===== config.mk =====
export PLATFORM = sky130hd
export DESIGN_NAME = io_port_controller_flat
export DESIGN_NICKNAME = d
export VERILOG_FILES = /design/src/rtl/io_ctrl_pkg.sv /design/src/rtl/io_port_controller_if.sv /design/src/rtl/io_out_fifo.sv /design/src/rtl/io_port_controller.sv /design/src/flat_wrapper.sv
export SDC_FILE = /design/constraint.sdc
export NUM_CORES = 1
export LEC_CHECK = 0
export BUFFER_PORTS_ARGS = -buffer_cell sky130_fd_sc_hd__buf_4
export CAP_MARGIN = 5
export CORE_MARGIN = 5
export CORE_UTILIZATION = 53
export CTS_CLUSTER_SIZE = 10
export DETAILED_ROUTE_END_ITERATION = 16
export PLACE_DENSITY = 0.78
export SLEW_MARGIN = 20
export SYNTH_ARGS = -nofsm -noshare
export SYNTH_HDL_FRONTEND = slang
export SYNTH_SLANG_ARGS = --single-unit

===== constraint.sdc =====
create_clock -name clk -period 2.2 [get_ports clk]
set_input_delay 0.33 -clock clk [delete_from_list [all_inputs] [get_ports clk]]
set_output_delay 0.33 -clock clk [all_outputs]
set_load 0.005 [all_outputs]

===== src/rtl/io_ctrl_pkg.sv =====
// Shared constants and input-side state encoding for the I/O port controller.
package io_ctrl_pkg;

  localparam int DefaultWidth = 8;
  localparam int DefaultDepth = 4;

  typedef enum logic {
    IN_EMPTY = 1'b0,
    IN_FULL  = 1'b1
  } inState_t;

endpackage


===== src/rtl/io_port_controller_if.sv =====
// Core-side and device-side signals of the I/O port controller.
interface io_port_controller_if #(
  parameter int WIDTH = 8
);

  logic             cpu_we;
  logic [WIDTH-1:0] cpu_wdata;
  logic             cpu_rd;
  logic [WIDTH-1:0] cpu_rdata;
  logic             cpu_in_valid;
  logic             cpu_stall;
  logic [WIDTH-1:0] ext_out_data;
  logic             ext_out_valid;
  logic             ext_out_ready;
  logic [WIDTH-1:0] ext_in_data;
  logic             ext_in_valid;
  logic             ext_in_ready;
  logic             err_ovf;
  logic             err_udf;

  // Environment side: drives the processor and external-device inputs.
  modport master (
    output cpu_we, cpu_wdata, cpu_rd, ext_out_ready, ext_in_data, ext_in_valid,
    input  cpu_rdata, cpu_in_valid, cpu_stall, ext_out_data, ext_out_valid,
    input  ext_in_ready, err_ovf, err_udf
  );

  // Controller side.
  modport slave (
    input  cpu_we, cpu_wdata, cpu_rd, ext_out_ready, ext_in_data, ext_in_valid,
    output cpu_rdata, cpu_in_valid, cpu_stall, ext_out_data, ext_out_valid,
    output ext_in_ready, err_ovf, err_udf
  );

endinterface


===== src/rtl/io_out_fifo.sv =====
// Output FIFO: storage, wrapping pointers, occupancy count and full/empty decode.
module io_out_fifo #(
  parameter int WIDTH = 8,
  parameter int DEPTH = 4
) (
  input  logic             clk,
  input  logic             rst_n,
  input  logic             push,
  input  logic             pop,
  input  logic [WIDTH-1:0] wdata,
  output logic [WIDTH-1:0] rdata,
  output logic             full,
  output logic             empty,
  output logic             pushDrop
);

  localparam int PW = $clog2(DEPTH);
  localparam logic [PW:0] FullCount = (PW+1)'(DEPTH);

  logic [WIDTH-1:0] mem [DEPTH];
  logic [PW-1:0]    rdPtr;
  logic [PW-1:0]    wrPtr;
  logic [PW:0]      count;
  logic             doPush;
  logic             doPop;

  // Full is taken from the registered count, so a pop in the same cycle
  // does not make room for a write.
  assign full     = (count == FullCount);
  assign empty    = (count == '0);
  assign doPush   = push && !full;
  assign doPop    = pop && !empty;
  assign pushDrop = push && full;
  assign rdata    = empty ? '0 : mem[rdPtr];

  always_ff @(posedge clk) begin
    if (doPush) mem[wrPtr] <= wdata;
  end

  always_ff @(posedge clk) begin
    if (!rst_n) begin
      rdPtr <= '0;
      wrPtr <= '0;
      count <= '0;
    end else begin
      if (doPush) wrPtr <= wrPtr + PW'(1);
      if (doPop)  rdPtr <= rdPtr + PW'(1);
      case ({doPush, doPop})
        2'b10:   count <= count + (PW+1)'(1);
        2'b01:   count <= count - (PW+1)'(1);
        default: count <= count;
      endcase
    end
  end

endmodule


===== src/rtl/io_port_controller.sv =====
// I/O port controller: buffered output path, one-entry input holding register,
// sticky overflow/underflow flags.
module io_port_controller
  import io_ctrl_pkg::*;
#(
  parameter int WIDTH = DefaultWidth,
  parameter int DEPTH = DefaultDepth
) (
  input  logic                 clk,
  input  logic                 rst_n,
  io_port_controller_if.slave  bus
);

  inState_t         state;
  inState_t         nextState;
  logic             capture;
  logic             underflow;
  logic             fifoFull;
  logic             fifoEmpty;
  logic             pushDrop;
  logic [WIDTH-1:0] heldByte;
  logic             errOvf;
  logic             errUdf;

  io_out_fifo #(
    .WIDTH (WIDTH),
    .DEPTH (DEPTH)
  ) uOutFifo (
    .clk      (clk),
    .rst_n    (rst_n),
    .push     (bus.cpu_we),
    .pop      (bus.ext_out_ready && !fifoEmpty),
    .wdata    (bus.cpu_wdata),
    .rdata    (bus.ext_out_data),
    .full     (fifoFull),
    .empty    (fifoEmpty),
    .pushDrop (pushDrop)
  );

  assign bus.ext_out_valid = !fifoEmpty;
  assign bus.cpu_stall     = fifoFull;
  assign bus.ext_in_ready  = (state == IN_EMPTY);
  assign bus.cpu_in_valid  = (state == IN_FULL);
  assign bus.cpu_rdata     = heldByte;
  assign bus.err_ovf       = errOvf;
  assign bus.err_udf       = errUdf;

  always_ff @(posedge clk) begin
    if (!rst_n) begin
      state    <= IN_EMPTY;
      heldByte <= '0;
      errOvf   <= 1'b0;
      errUdf   <= 1'b0;
    end else begin
      state <= nextState;
      if (capture)   heldByte <= bus.ext_in_data;
      if (pushDrop)  errOvf   <= 1'b1;
      if (underflow) errUdf   <= 1'b1;
    end
  end

  // No same-cycle refill: a consumed byte frees the register for the next cycle.
  always_comb begin
    nextState = state;
    capture   = 1'b0;
    underflow = 1'b0;
    case (state)
      IN_EMPTY: begin
        underflow = bus.cpu_rd;
        if (bus.ext_in_valid) begin
          capture   = 1'b1;
          nextState = IN_FULL;
        end
      end
      IN_FULL: begin
        if (bus.cpu_rd) nextState = IN_EMPTY;
      end
      default: nextState = IN_EMPTY;
    endcase
  end

endmodule


===== src/flat_wrapper.sv =====
// flat-port wrapper written by rule: the top's interface ports become plain ports
module io_port_controller_flat import io_ctrl_pkg::*;
#(
  parameter int WIDTH = DefaultWidth,
  parameter int DEPTH = DefaultDepth
)
  (clk, rst_n, bus_cpu_we, bus_cpu_wdata, bus_cpu_rd, bus_ext_out_ready, bus_ext_in_data, bus_ext_in_valid, bus_cpu_rdata, bus_cpu_in_valid, bus_cpu_stall, bus_ext_out_data, bus_ext_out_valid, bus_ext_in_ready, bus_err_ovf, bus_err_udf);
  io_port_controller_if #(.WIDTH(WIDTH)) bus_i ();
  input  logic clk;
  input  logic rst_n;
  input wire logic [$bits(bus_i.cpu_we)-1:0] bus_cpu_we;
  input wire logic [$bits(bus_i.cpu_wdata)-1:0] bus_cpu_wdata;
  input wire logic [$bits(bus_i.cpu_rd)-1:0] bus_cpu_rd;
  input wire logic [$bits(bus_i.ext_out_ready)-1:0] bus_ext_out_ready;
  input wire logic [$bits(bus_i.ext_in_data)-1:0] bus_ext_in_data;
  input wire logic [$bits(bus_i.ext_in_valid)-1:0] bus_ext_in_valid;
  output wire logic [$bits(bus_i.cpu_rdata)-1:0] bus_cpu_rdata;
  output wire logic [$bits(bus_i.cpu_in_valid)-1:0] bus_cpu_in_valid;
  output wire logic [$bits(bus_i.cpu_stall)-1:0] bus_cpu_stall;
  output wire logic [$bits(bus_i.ext_out_data)-1:0] bus_ext_out_data;
  output wire logic [$bits(bus_i.ext_out_valid)-1:0] bus_ext_out_valid;
  output wire logic [$bits(bus_i.ext_in_ready)-1:0] bus_ext_in_ready;
  output wire logic [$bits(bus_i.err_ovf)-1:0] bus_err_ovf;
  output wire logic [$bits(bus_i.err_udf)-1:0] bus_err_udf;
  assign bus_i.cpu_we = bus_cpu_we;
  assign bus_i.cpu_wdata = bus_cpu_wdata;
  assign bus_i.cpu_rd = bus_cpu_rd;
  assign bus_i.ext_out_ready = bus_ext_out_ready;
  assign bus_i.ext_in_data = bus_ext_in_data;
  assign bus_i.ext_in_valid = bus_ext_in_valid;
  assign bus_cpu_rdata = bus_i.cpu_rdata;
  assign bus_cpu_in_valid = bus_i.cpu_in_valid;
  assign bus_cpu_stall = bus_i.cpu_stall;
  assign bus_ext_out_data = bus_i.ext_out_data;
  assign bus_ext_out_valid = bus_i.ext_out_valid;
  assign bus_ext_in_ready = bus_i.ext_in_ready;
  assign bus_err_ovf = bus_i.err_ovf;
  assign bus_err_udf = bus_i.err_udf;
  io_port_controller #(.WIDTH(WIDTH), .DEPTH(DEPTH)) u_core (.clk(clk), .rst_n(rst_n), .bus(bus_i));
endmodule

# After elaboration in Yosys (flattened, before gate mapping)
# Memories as Yosys holds them, arrays and structs flattened. A register that Yosys moved wholly into a read port is not among the register bits.
# Index checks and enable logic that the tools add are counted.
# word_totals
output_inout_bits,22
inputBits,22
wordCells,35
n_memories,1
ram_bits,32
mem_bits_ro,0
latchBits,0
reg_bits,18
# classes
n_shift,0
div,0
mux,11
multipliers,0
add_sub_neg,4
magnitude_cmp,0
reduce_logical,8
n_bitwise,1
eq_ne,3
# mem_list
name,words,word_bits,read_ports,rd_clocked_by_memory_dff,wr,line_no,source
u_core.uOutFifo.mem,4,8,1,1,1,io_out_fifo.sv:20,logic [WIDTH-1:0] mem [DEPTH];
# ops
cell,count
two-way mux 8 bit,1
two-way mux 1 bit,6
case mux 3 bit (2 select lines),1
adder 2 x 1 -> 2 bit (second input constant),2
logical AND 1 bit,4
two-way mux 2 bit,2
adder 3 x 1 -> 3 bit (second input constant),1
equality test 3 bit (second input constant),1
logical NOT 3 bit,1
subtractor 3 x 1 -> 3 bit (second input constant),1
equality test 2 x 1 -> 1 bit (second input constant),1
equality test 2 bit (second input constant),1
logical NOT 1 bit,2
case mux 1 bit (2 select lines),1
nonzero test 2 bit,1
inverter 1 bit,1

# Logic depth before layout (Yosys ltp)
# Gate-level depths: netlist of the first run.
# depth
depth_word,6
depth_mapped,10
depth_no_buf,9

# Hierarchy
# Synthesis of the first run repeated with hierarchy kept, for this count alone.
# unflattened
cells_unflattened,153
area_unflattened_um2,2169.6
# modules_own_cells
mod,n_inst,cells_each,seq_area_each_um2,area_per_inst_um2
io_out_fifo,1,106,1141.1,1722.9
io_port_controller,1,47,220.2,446.7

# Worst setup path before layout of the first run
# No wires, ideal clock.
# synth_path
kind,flip-flop to flip-flop
from,register u_core.uOutFifo.count[0]
to,register u_core.uOutFifo.count[2]
slack_ns,0.121
required_ns,2.124
t_arrival_ns,2.003
n_path_buf,1
period_less_slack_ns,2.079
stages_incl_launch_ff,11
setup_time_ns,0.076
cell_sequence,dfxtp_1 nor3b_2 nor2b_1 buf_2 inv_1 ha_1 inv_1 fa_1 xor2_1 or3_1 a21boi_0
# synth_between
word_cells_on_any_way,13
classes_between,2 x add/sub; 3 x eq/ne; 1 x mux; 7 x reduce/logical
# synth_rtl
item,line_no,source
"start, declared",io_out_fifo.sv:23,logic [PW:0] count;
"start signal, assigned",io_out_fifo.sv:49,2'b10: count <= count + (PW+1)'(1);
"start signal, assigned",io_out_fifo.sv:50,2'b01: count <= count - (PW+1)'(1);
"start signal, assigned",io_out_fifo.sv:51,default: count <= count;
equality test 3 bit *,io_out_fifo.sv:29,assign full = (count == FullCount);
net bus_cpu_stall,flat_wrapper.sv:19,output wire logic [$bits(bus_i.cpu_stall)-1:0] bus_cpu_stall;
logical NOT 1 bit *,io_out_fifo.sv:31,assign doPush = push && !full;
logical AND 1 bit *,io_out_fifo.sv:31,
equality test 2 x 1 -> 1 bit or equality test 2 bit (tied branches),io_out_fifo.sv:48,"case ({doPush, doPop})"
case mux 3 bit (2 select lines) or nonzero test 2 bit (tied branches),n/a,
# Mark *: on every way through the listed nets, which the timed path passes. The rest lies on a longest branch.
# A chain may end at the register's enable or synchronous reset.

# Worst setup path after layout of the first run
# layout_path
from,register u_core.uOutFifo.count[2]
to,register u_core.uOutFifo.count[2]
# layout_between
elab_chain_len,6
word_cells_on_any_way,13
classes_between,2 x add/sub; 3 x eq/ne; 1 x mux; 7 x reduce/logical
# layout_lines
item,line_no,source
logical NOT 3 bit,io_out_fifo.sv:30,assign empty = (count == '0);
logical NOT 1 bit,"io_out_fifo.sv:32, io_port_controller.sv:32",
logical AND 1 bit,io_port_controller.sv:32,".pop (bus.ext_out_ready && !fifoEmpty),"
logical AND 1 bit,io_out_fifo.sv:32,assign doPop = pop && !empty;
equality test 2 x 1 -> 1 bit or equality test 2 bit (tied branches),io_out_fifo.sv:48,
case mux 3 bit (2 select lines) or nonzero test 2 bit (tied branches),n/a,
# Parallel ways exist; a longest one is shown, timed or not.

==> summary.md, run 1 <==
| Metric | Value |
|---|---|
| Pwr dens | 1040 nW/µm² |
| GRT Overall Usage | 15.1% |
| Status | finished, final reports clean |
| Syn Area/Cell | 13.9 µm² |
| Max Cap Viol | 0 |
| Diodes inserted | 0 |
| Switch Pwr | 747 µW |
| Die area | 5370 µm² |
| Vias in the first global route | 1343 |
| Dpl cell area | 2490 µm² |
| Vias per cell | 5.16 |
| Relative slew slack | 66.4% |
| WS Path Type | flip-flop to flip-flop |
| Multi-input combinational cell area | 693 µm² |
| Hold-fix buffers at CTS | 0 |
| Antenna violations before repair | 0 |
| Post-synth top area cell | edfxtp_1 |
| Distinct cells, synth | 27 |
| Most frequent CP cell | inv_1 |
| Layout net count | 227 |
| CP startpoint kind | flip-flop |
| H-tree Lvls | 2 |
| P_int | 1.97 mW |
| CTS max path bufs | 2 |
| Starting Density | 53.9% |
| Final instance area | 2610 µm² |
| Final setup violating endpoints | 0 |
| Core footprint | 3940 µm² |
| CP max FO | 4 |
| Seq pwr share | 45.8% |
| Dominant synthesized flop cell | edfxtp_1 |
| Inst Count DP | 241 |
| Max frequency | 0.476 GHz |
| Syn. warnings | 0 |
| Sequential cell area | 1360 µm² |
| Worst skew pair latency | 300 ps |
| Leak | 1.00 nW |
| Slowest-stage cell, CP | dfxtp_1 |
| Sw Share | 27.5% |
| R2R setup slack | 100 ps |
| Cell Chain, Critical Path | nor3b_4 > nor2b_1 > inv_1 > ha_1 > inv_1 > fa_1 > xor2_1 > or3_1 > a21boi_0 |
| TritonCTS Sinks | 52 |
| Gr ovfl total | 0 |
| Hold Crit Class | primary input to flip-flop |
| First-pass GRT wire length | 6.02 mm |
| Post-Route WL | 3.80 mm |
| IO Pins | 44 |
| Finished Layout Cells | 250 |
| Pin count of the biggest net entering global routing | 22 |
| Worst R2R Path Depth | 9 |
| Register bit count reported by yosys | 52 |
| VDD IR max | 568 µV |
| Slew Viols, Final | 0 |
| Synth top area cells | edfxtp_1 45%, dfxtp_1 19%, mux4_2 8.5% |
| WL per Instance | 15.2 µm |
| Post-synth top area share | 45.3% |
| Row count | 23 |
| Worst R2R Start | u_core.uOutFifo.count[2] |
| Root Buffer | clkbuf_8 |
| Seq/Total Area, Yosys | 64.1% |
| CTS clk-pin slew, worst paths | 90 ps |
| Period utilization | 95.4% |
| Cells after Synth | 153 |
| WHS Endpoint | u_core.uOutFifo.mem[3][2] |
| Vias | 1290 |
| I/O Buffers | 43 |
| Critical path capture point type | flip-flop |
| Skew final | 6.66 ps |
| Number of hold violations in the final report | 0 |
| Hold Startpoint | bus_cpu_wdata[2] |
| RePlAce Congestion | 0.813 |
| Netlist Area Pre-Place | 2120 µm² |
| RR Endpoint | u_core.uOutFifo.count[2] |
| Fill cell count | 292 |
| First-pass DRT Iterations | 4 |
| Clock power share | 22.9% |
| Logic pwr share | 31.3% |
| Detailed Route Iter0 Violations | 69 |
| EDFF count, synth | 32 |
| TritonCTS clock tree | done |
| Crit-path max cell delay | 410 ps |
| Die Wd | 73.3 µm |
| Worst Max-Slew Pin Slew | 504 ps |
| Setup TNS | 0 ps |
| Die span in y | 73.3 µm |
| Post-DP HPWL | 2.84 mm |
| Synthesis-to-layout area growth | 22.9% |
| DRC violations left | 0 |
| Synthesized Nets | 181 |
| Worst path required time | 2420 ps |
| Layout cells sized above 1 | 33.0% |
| Ys async rst share | 0% |
| Tmin final | 2100 ps |
| Hold Path Stages | 1 |
| Num CTS Buffers | 5 |
| Post-route ant nets | 0 |
| Data arrival, critical path | 2320 ps |
## stage by stage
stage               setup WS (ps)  util [%]  hold WS [ps]  total power, mW
floorplan                     121         -           429             1.77
global placement              222      63.1           453             2.07
detailed placement           71.6      63.1           459             2.12
CTS                          59.4      65.8           220             2.73
global route                -24.0      66.2           214             2.88
finish                        101      66.2           228             2.72
## synth_stat cells, types with 2 or more instances
| cell | count |
|---|---|
| a21boi_0 | 9 |
| ha_1 | 5 |
| and2_1 | 7 |
| edfxtp_1 | 32 |
| or3_1 | 2 |
| buf_2 | 2 |
| inv_1 | 8 |
| nand2_1 | 23 |
| clkbuf_1 | 3 |
| nor2b_1 | 12 |
| dfxtp_1 | 20 |
| o21ai_0 | 6 |
| mux4_2 | 8 |
| a21oi_1 | 2 |
| mux2i_1 | 2 |
## sequential cells by signal (all words and copies together) (netlist names), named ones only
register / flops
u_core.bus.cpu_rdata: 8
u_core.uOutFifo.wrPtr: 2
u_core.uOutFifo.rdPtr: 2
u_core.bus.err_udf: 1
u_core.uOutFifo.count: 3
u_core.bus.cpu_in_valid: 1
u_core.bus.err_ovf: 1
u_core.uOutFifo.mem: 32
## cell usage in the layout (no fill, tap or decap), types with 5 or more instances in the layout
cell type / count
buf_4: 47
o21ai_0: 6
clkbuf_8: 5
edfxtp_1: 32
and2_1: 7
a21boi_0: 9
ha_1: 5
mux4_2: 8
dfxtp_1: 19
nor2b_1: 12
nand2_1: 23
inv_1: 8
## layout make-up
| cell class | count | share of cell area (%) |
|---|---|---|
| timing repair buffer | 47 | 13.5 |
| sequential | 52 | 52.2 |
| tap | 50 | 2.40 |
| clock buffer | 6 | 2.78 |
| multi-input combinational | 85 | 26.6 |
| clock inverter | 2 | 1.34 |
| inverter | 8 | 1.15 |
## cells by family after synthesis
group | Yosys count | synth area share [%]
xor gates and xnor gates | 2 | 0.825
and+or+nand+nor | 49 | 12.8
AOI/OAI and AO/OA | 18 | 5.42
DFF | 52 | 64.1
buffers and inverters | 16 | 3.54
adders and majority gates | 6 | 3.89
muxes | 10 | 9.43
## power groups by stage
stage | Clock [mW] | Sequential (mW) | Combinational (mW)
2_1_floorplan | 0 | 1.23 | 0.539
3_3_place_gp | 0 | 1.24 | 0.827
3_5_place_dp | 0 | 1.26 | 0.858
4_1_cts | 0.635 | 1.24 | 0.861
5_1_grt | 0.670 | 1.26 | 0.947
6_report | 0.622 | 1.25 | 0.853
## layer usage
layer	track usage [%]	up-vias	wire length, µm
met2	27.3	36	2050
li1	-	621	-
met3	4.79	6	223
met5	0	-	0
met1	16.2	627	1460
met4	6.04	0	63
## what timing repair did
item | 4_1_cts | 5_1_grt
resized for setup | 0 | 2
endpoints found under the setup margin | 0 | 1
buffers inserted | 0 | 1
## worst max path at each step
stage | cells past startpoint | startpoint | slack (ps) | endpoint
6_report | 9 | u_core.uOutFifo.count[2] | 100 | u_core.uOutFifo.count[2]
5_1_grt | 9 | u_core.uOutFifo.count[2] | -20 | u_core.uOutFifo.count[2]
4_1_cts | 9 | u_core.uOutFifo.count[2] | 60 | u_core.uOutFifo.count[2]
3_5_place_dp | 9 | u_core.uOutFifo.count[2] | 70 | u_core.uOutFifo.count[2]
3_3_place_gp | 9 | u_core.uOutFifo.count[0] | 220 | u_core.uOutFifo.count[2]
2_1_floorplan | 10 | u_core.uOutFifo.count[0] | 120 | u_core.uOutFifo.count[2]
## worst max-delay path: cells and delay by family, from the launching register on
family / cells / cell delay [ps]
flip-flops: 1 / 410
AND/OR/NAND/NOR: 3 / 620
buffers and inverters: 2 / 130
adder cells (fa/ha/maj): 2 / 550
XOR/XNOR: 1 / 160
AO/OA/AOI/OAI: 1 / 160
No activity file was read; power rests on OpenSTA's default activity.
==> run 2, diff against run 1 <==
==> constraint.sdc (replaced) <==
create_clock -name clk -period 2.3 [get_ports clk]
set_input_delay 0.345 -clock clk [delete_from_list [all_inputs] [get_ports clk]]
set_output_delay 0.345 -clock clk [all_outputs]
set_load 0.005 [all_outputs]
==> run 2 against run 1 <==
  * Cell area down 0.91%
  * Clock skew up 1.3 ps
  * Setup slack better by 34 ps
  * Critical path depth unchanged
  * Power down 7.9%
  * Critical path type unchanged
  * Largest cell class unchanged
  * Largest power group unchanged
  * Highest routed layer unchanged
==> summary.md, run 2 (synthesis results as in run 1) <==
| Metric | Value |
|---|---|
| Status | finished, final reports clean |
| Leading cell types in the layout, fill and taps excluded | 46 x buf_4, 32 x edfxtp_1, 23 x nand2_1 |
| Worst path required time | 2510 ps (+90 ps) |
| WHS | 243 ps (+14.9 ps) |
| Gr ovfl total | 0 (unchanged) |
| RePlAce Congestion | 0.811 (-0.20%) |
| Max frequency | 0.462 GHz (-3.1%) |
| Max reg flops | 32 (unchanged) |
| Setup WS pre-CTS | 93.8 ps (+22.2 ps) |
| Num CTS Buffers | 5 (unchanged) |
| RSZ-0062 raised after global routing | false |
| Period utilization | 94.1% (-1.3 points) |
| Setup TNS | 0 ps (unchanged) |
| Vias per cell | 5.18 (+0.32%) |
| Vias in the first global route | 1395 (+3.9%) |
| Die Wd | 73.3 µm (unchanged) |
| Number of hold violations in the final report | 0 (unchanged) |
| WL per Instance | 15.5 µm (+2.1%) |
| Diodes inserted | 0 (unchanged) |
| R2R setup slack | 130 ps (+30 ps) |
| Skew final | 7.92 ps (+1.26 ps) |
| Starting Density | 53.9% (unchanged) |
| IO Pins | 44 (unchanged) |
| GRT Overall Usage | 16.1% (+0.97 points) |
| Post-Route WL | 3.87 mm (+1.7%) |
| Die span in y | 73.3 µm (unchanged) |
| Pwr dens | 970 nW/µm² (-7.0%) |
| Layout net count | 226 (-0.44%) |
| Detailed Route Iter0 Violations | 57 (-17%) |
| Most common cell after layout, fill and taps aside | buf_4 |
| H-tree Lvls | 2 (unchanged) |
| WS Path Type | flip-flop to flip-flop |
| Tmin final | 2170 ps (+66.2 ps) |
| VDD IR max | 552 µV (-2.9%) |
| Final instance area | 2580 µm² (-0.91%) |
| Largest reg by FF count | u_core.uOutFifo.mem |
| Relative slew slack | 67.5% (+1.1 points) |
| Max Cap Viol | 0 (unchanged) |
| Synthesis-to-layout area growth | 21.7% |
| Critical path capture point type | flip-flop |
| TritonCTS Sinks | 52 (unchanged) |
| Post-DP HPWL | 2.96 mm (+4.4%) |
| Worst skew pair latency | 300 ps (about the same) |
| Die area | 5370 µm² (unchanged) |
| Core footprint | 3940 µm² (unchanged) |
| Row count | 23 (unchanged) |
| CTS clk-pin slew, worst paths | 90 ps (about the same) |
| DRC violations left | 0 (unchanged) |
| Worst Max-Slew Pin Slew | 487 ps (-16.6 ps) |
| CP max FO | 7 (+3) |
| Final setup margin | 135 ps (+33.8 ps) |
| Slew Viols, Final | 0 (unchanged) |
| First-pass DRT Iterations | 4 (unchanged) |
| CP startpoint kind | flip-flop |
| Leak | 0.984 nW (-1.7%) |
| Post-route ant nets | 0 (unchanged) |
| Root Buffer | clkbuf_8 |
| Pin count of the biggest net entering global routing | 22 (unchanged) |
| Antenna violations before repair | 0 (unchanged) |
| First-pass GRT wire length | 6.38 mm (+6.1%) |
| CTS max path bufs | 2 (unchanged) |
| Final setup violating endpoints | 0 (unchanged) |
| Dpl cell area | 2480 µm² (-0.30%) |
| Layout cells sized above 1 | 33.2% (+0.17 points) |
| I/O Buffers | 43 (unchanged) |
| Vias | 1289 (-0.078%) |
| Data arrival, critical path | 2380 ps (+60 ps) |
| TritonCTS clock tree | done |
| Hold Crit Class | primary input to flip-flop |
## run 2: cell count changes in the layout (fill, tap and decap cells not counted), sizes merged
| cell | change |
|---|---|
| buf | -1 |
| clkinvlp | +1 |
| bufinv | -1 |
## run 2: where the power goes
part           total, mW  internal [mW]  leakage [nW]  switching (mW)
clock network      0.498          0.217        0.0414           0.281
logic              0.810          0.455         0.484           0.355
registers           1.20           1.11         0.458          0.0884
## run 2: per-stage QoR
step           utilization (%)  std cells  total power [mW]
2_1_floorplan                -        153              1.69
3_3_place_gp              62.9        240              1.97
3_5_place_dp              62.9        240              2.03
4_1_cts                   65.1        248              2.52
5_1_grt                   65.6        249              2.68
6_report                  65.6        249              2.51
## run 2: worst max-delay path, cell delays in order, from the launching register on
cell and delay, ps:
dfxtp_1 370, nor3b_4 260, nor2b_2 120, inv_1 70, ha_1 170, inv_1 60
fa_1 370, xor2_1 160, or3_1 310, a21boi_0 190
## run 2: area by class of cell
class | instances | area (µm²)
multi-input combinational | 85 | 696
timing repair buffer | 46 | 345
clock buffer | 6 | 72.6
inverter | 8 | 30.0
tap | 50 | 62.6
fill | 294 | 1360
clock inverter | 2 | 16.3
sequential | 52 | 1360
## run 2: what timing repair did
item | 4_1_cts | 5_1_grt
buffers inserted | 0 | 1
gates resized for setup | 0 | 3
hold buffers | 0 | 0
endpoints found under the setup margin | 0 | 1
## run 2: path summary, 6_finish.rpt
check,from,endpoint,cells past startpoint
setup / recovery,u_core.uOutFifo.count[1],u_core.uOutFifo.count[2],9
setup reg to reg,u_core.uOutFifo.count[1],u_core.uOutFifo.count[2],9
hold / removal,bus_cpu_wdata[0],u_core.uOutFifo.mem[3][0],1
hold reg to reg,u_core.bus.cpu_rdata[7],u_core.bus.cpu_rdata[7],2
## run 2: layer usage
metal	track usage (%)	wire length, µm	vias up
li1	-	-	619
met1	17.2	1440	620
met2	28.6	2090	38
met3	4.92	216	12
met4	7.65	121	0
met5	0	0	-
==> run 3, diff against run 2 <==
--- a/config.mk
+++ b/config.mk
@@ -7,6 +7,7 @@
 export LEC_CHECK = 0
 export BUFFER_PORTS_ARGS = -buffer_cell sky130_fd_sc_hd__buf_4
 export CAP_MARGIN = 5
+export CORE_ASPECT_RATIO = 2
 export CORE_MARGIN = 5
 export CORE_UTILIZATION = 53
 export CTS_CLUSTER_SIZE = 10
==> run 3 against run 2 <==
  * Clock power increased by 30%
  * Global-route usage decreased by 0.20 points
  * Core utilization increased by 1.7 points
  * Count of clock-buffer cells in the layout increased by 1
  * Critical path type unchanged
  * Clock skew decreased by 4.4 ps
  * Critical path depth unchanged
  * Non-clock buffer count unchanged
  * Critical endpoint unchanged
  * Register-to-register slack improved by 70 ps
==> summary.md, run 3 (synthesis results as in run 1) <==
| Metric | Value |
|---|---|
| Status | finished, final reports clean |
| Die Wd | 54.8 µm (-25%) |
| Post-CTS Setup Bufs | 0 (unchanged) |
| Die area | 5450 µm² (+1.4%) |
| Slew Viols, Final | 0 (unchanged) |
| Die span in y | 99.5 µm (+36%) |
| Setup WS pre-CTS | 213 ps (+119 ps) |
| Final setup margin | 201 ps (+65.7 ps) |
| CP top delay family | simple AND/OR/NAND/NOR gates |
| Hold-fix buffers at CTS | 0 (unchanged) |
| Data arrival, critical path | 2320 ps (-60 ps) |
| Core footprint | 3880 µm² (-1.5%) |
| Most frequent CP cell | inv_1 |
| Max Cap Viol | 0 (unchanged) |
| Num CTS Buffers | 5 (unchanged) |
| Post-CTS resize count | 0 (unchanged) |
| Worst skew pair latency | 290 ps (about the same) |
| TritonCTS Sinks | 52 (unchanged) |
| Pin count of the biggest net entering global routing | 22 (unchanged) |
| GRT Overall Usage | 15.9% (-0.20 points) |
| Final setup violating endpoints | 0 (unchanged) |
| WHS | 248 ps (+5.58 ps) |
| Hold Crit Class | primary input to flip-flop |
| RePlAce Congestion | 0.700 (-14%) |
| Root Buffer | clkbuf_8 |
| Largest reg by FF count | u_core.uOutFifo.mem |
| Post-route ant nets | 0 (unchanged) |
| H-tree Lvls | 2 (unchanged) |
| CP max FO | 4 (-3) |
| VDD IR max | 638 µV (+16%) |
| Max reg flops | 32 (unchanged) |
| Layout cells sized above 1 | 32.7% (-0.50 points) |
| Gr ovfl total | 0 (unchanged) |
| Number of hold violations in the final report | 0 (unchanged) |
| RSZ-0062 raised after global routing | false |
| DRC violations left | 0 (unchanged) |
| Synthesis-to-layout area growth | 23.1% |
| Row count | 32 (+39%) |
| Most common cell after layout, fill and taps aside | buf_4 |
| Tmin final | 2100 ps (-65.7 ps) |
| IO Pins | 44 (unchanged) |
| WL per Instance | 14.9 µm (-3.9%) |
| Leak | 1.01 nW (+2.2%) |
| Finished Layout Cells | 250 (+0.40%) |
| Period utilization | 91.3% (-2.9 points) |
| Cell Chain, Critical Path | nor3b_2 > nor2b_1 > inv_1 > ha_1 > inv_1 > fa_1 > xor2_1 > or3_1 > a21boi_0 |
| Layout net count | 226 (unchanged) |
| Critical path capture point type | flip-flop |
| Slowest-stage cell, CP | fa_1 |
| Worst R2R Path Depth | 9 (unchanged) |
| Vias | 1278 (-0.85%) |
| Relative slew slack | 66.3% (-1.2 points) |
| Vias per cell | 5.11 (-1.2%) |
| Stages on worst setup path | 9 (unchanged) |
| CTS clk-pin slew, worst paths | 80 ps (about the same) |
| Starting Density | 54.7% (+0.82 points) |
| Detailed Route Iter0 Violations | 8 (-86%) |
| Worst Max-Slew Pin Slew | 504 ps (+17.3 ps) |
| First-pass GRT wire length | 6.18 mm (-3.1%) |
| Crit-path max cell delay | 400 ps (+30 ps) |
| Hold Path Stages | 1 (unchanged) |
| WS Path Type | flip-flop to flip-flop |
| I/O Buffers | 43 (unchanged) |
| Worst path required time | 2520 ps (about the same) |
| Setup TNS | 0 ps (unchanged) |
| Fill cell count | 281 (-4.4%) |
| Antenna violations before repair | 0 (unchanged) |
| Vias in the first global route | 1409 (+1.0%) |
| Leading cell types in the layout, fill and taps excluded | 46 x buf_4, 32 x edfxtp_1, 23 x nand2_1 |
| Skew final | 3.52 ps (-4.40 ps) |
| Post-Route WL | 3.73 mm (-3.5%) |
| Diodes inserted | 0 (unchanged) |
| Multi-input combinational cell area | 687 µm² (-1.3%) |
| TritonCTS clock tree | done |
| CTS max path bufs | 2 (unchanged) |
| Pwr dens | 1010 nW/µm² (+4.0%) |
| Max frequency | 0.476 GHz (+3.1%) |
| Sequential cell area | 1360 µm² (about the same) |
| Post-DP HPWL | 3.01 mm (+1.7%) |
| First-pass DRT Iterations | 4 (unchanged) |
| Inst Count DP | 242 (+0.83%) |
| Bufs and invs on worst path | 2 (unchanged) |
| CP startpoint kind | flip-flop |
==> run 3: area by class of cell <==
class	count	share of cell area, %
clock buffers	7	3.69
clock inverters	1	1.15
inverters	8	1.15
multi-input cells	85	26.3
flip-flops and latches	52	52.1
well taps	51	2.44
repair buffers	46	13.2
==> run 3: where the power goes <==
part	switching (mW)	internal (mW)
Sequential	0.0708	1.11
Clock	0.262	0.383
Combinational	0.363	0.447
==> run 3: final timing paths <==
| check | start | endpoint | slack, ps |
|---|---|---|---|
| worst max-delay path | u_core.uOutFifo.count[2] | u_core.uOutFifo.count[2] | 200 |
| worst min-delay path | bus_cpu_wdata[2] | u_core.uOutFifo.mem[1][2] | 250 |
| worst max register to register | u_core.uOutFifo.count[2] | u_core.uOutFifo.count[2] | 200 |
| worst min register to register | u_core.bus.cpu_rdata[7] | u_core.bus.cpu_rdata[7] | 470 |
==> run 3: per-stage QoR <==
stage	util, %	instance area [µm²]	power [mW]
2_1_floorplan	-	2120	1.69
3_3_place_gp	64.0	2490	1.97
3_5_place_dp	64.0	2490	2.03
4_1_cts	67.3	2610	2.69
5_1_grt	67.3	2610	2.81
6_report	67.3	2610	2.64
==> run 3: routing by layer <==
layer,track usage [%],part of all wire [%],vias up
met2,29.1,59,41
met1,14.6,33,609
li1,-,-,621
met4,8.06,2.2,0
met5,0,0,-
met3,4.20,5.9,7
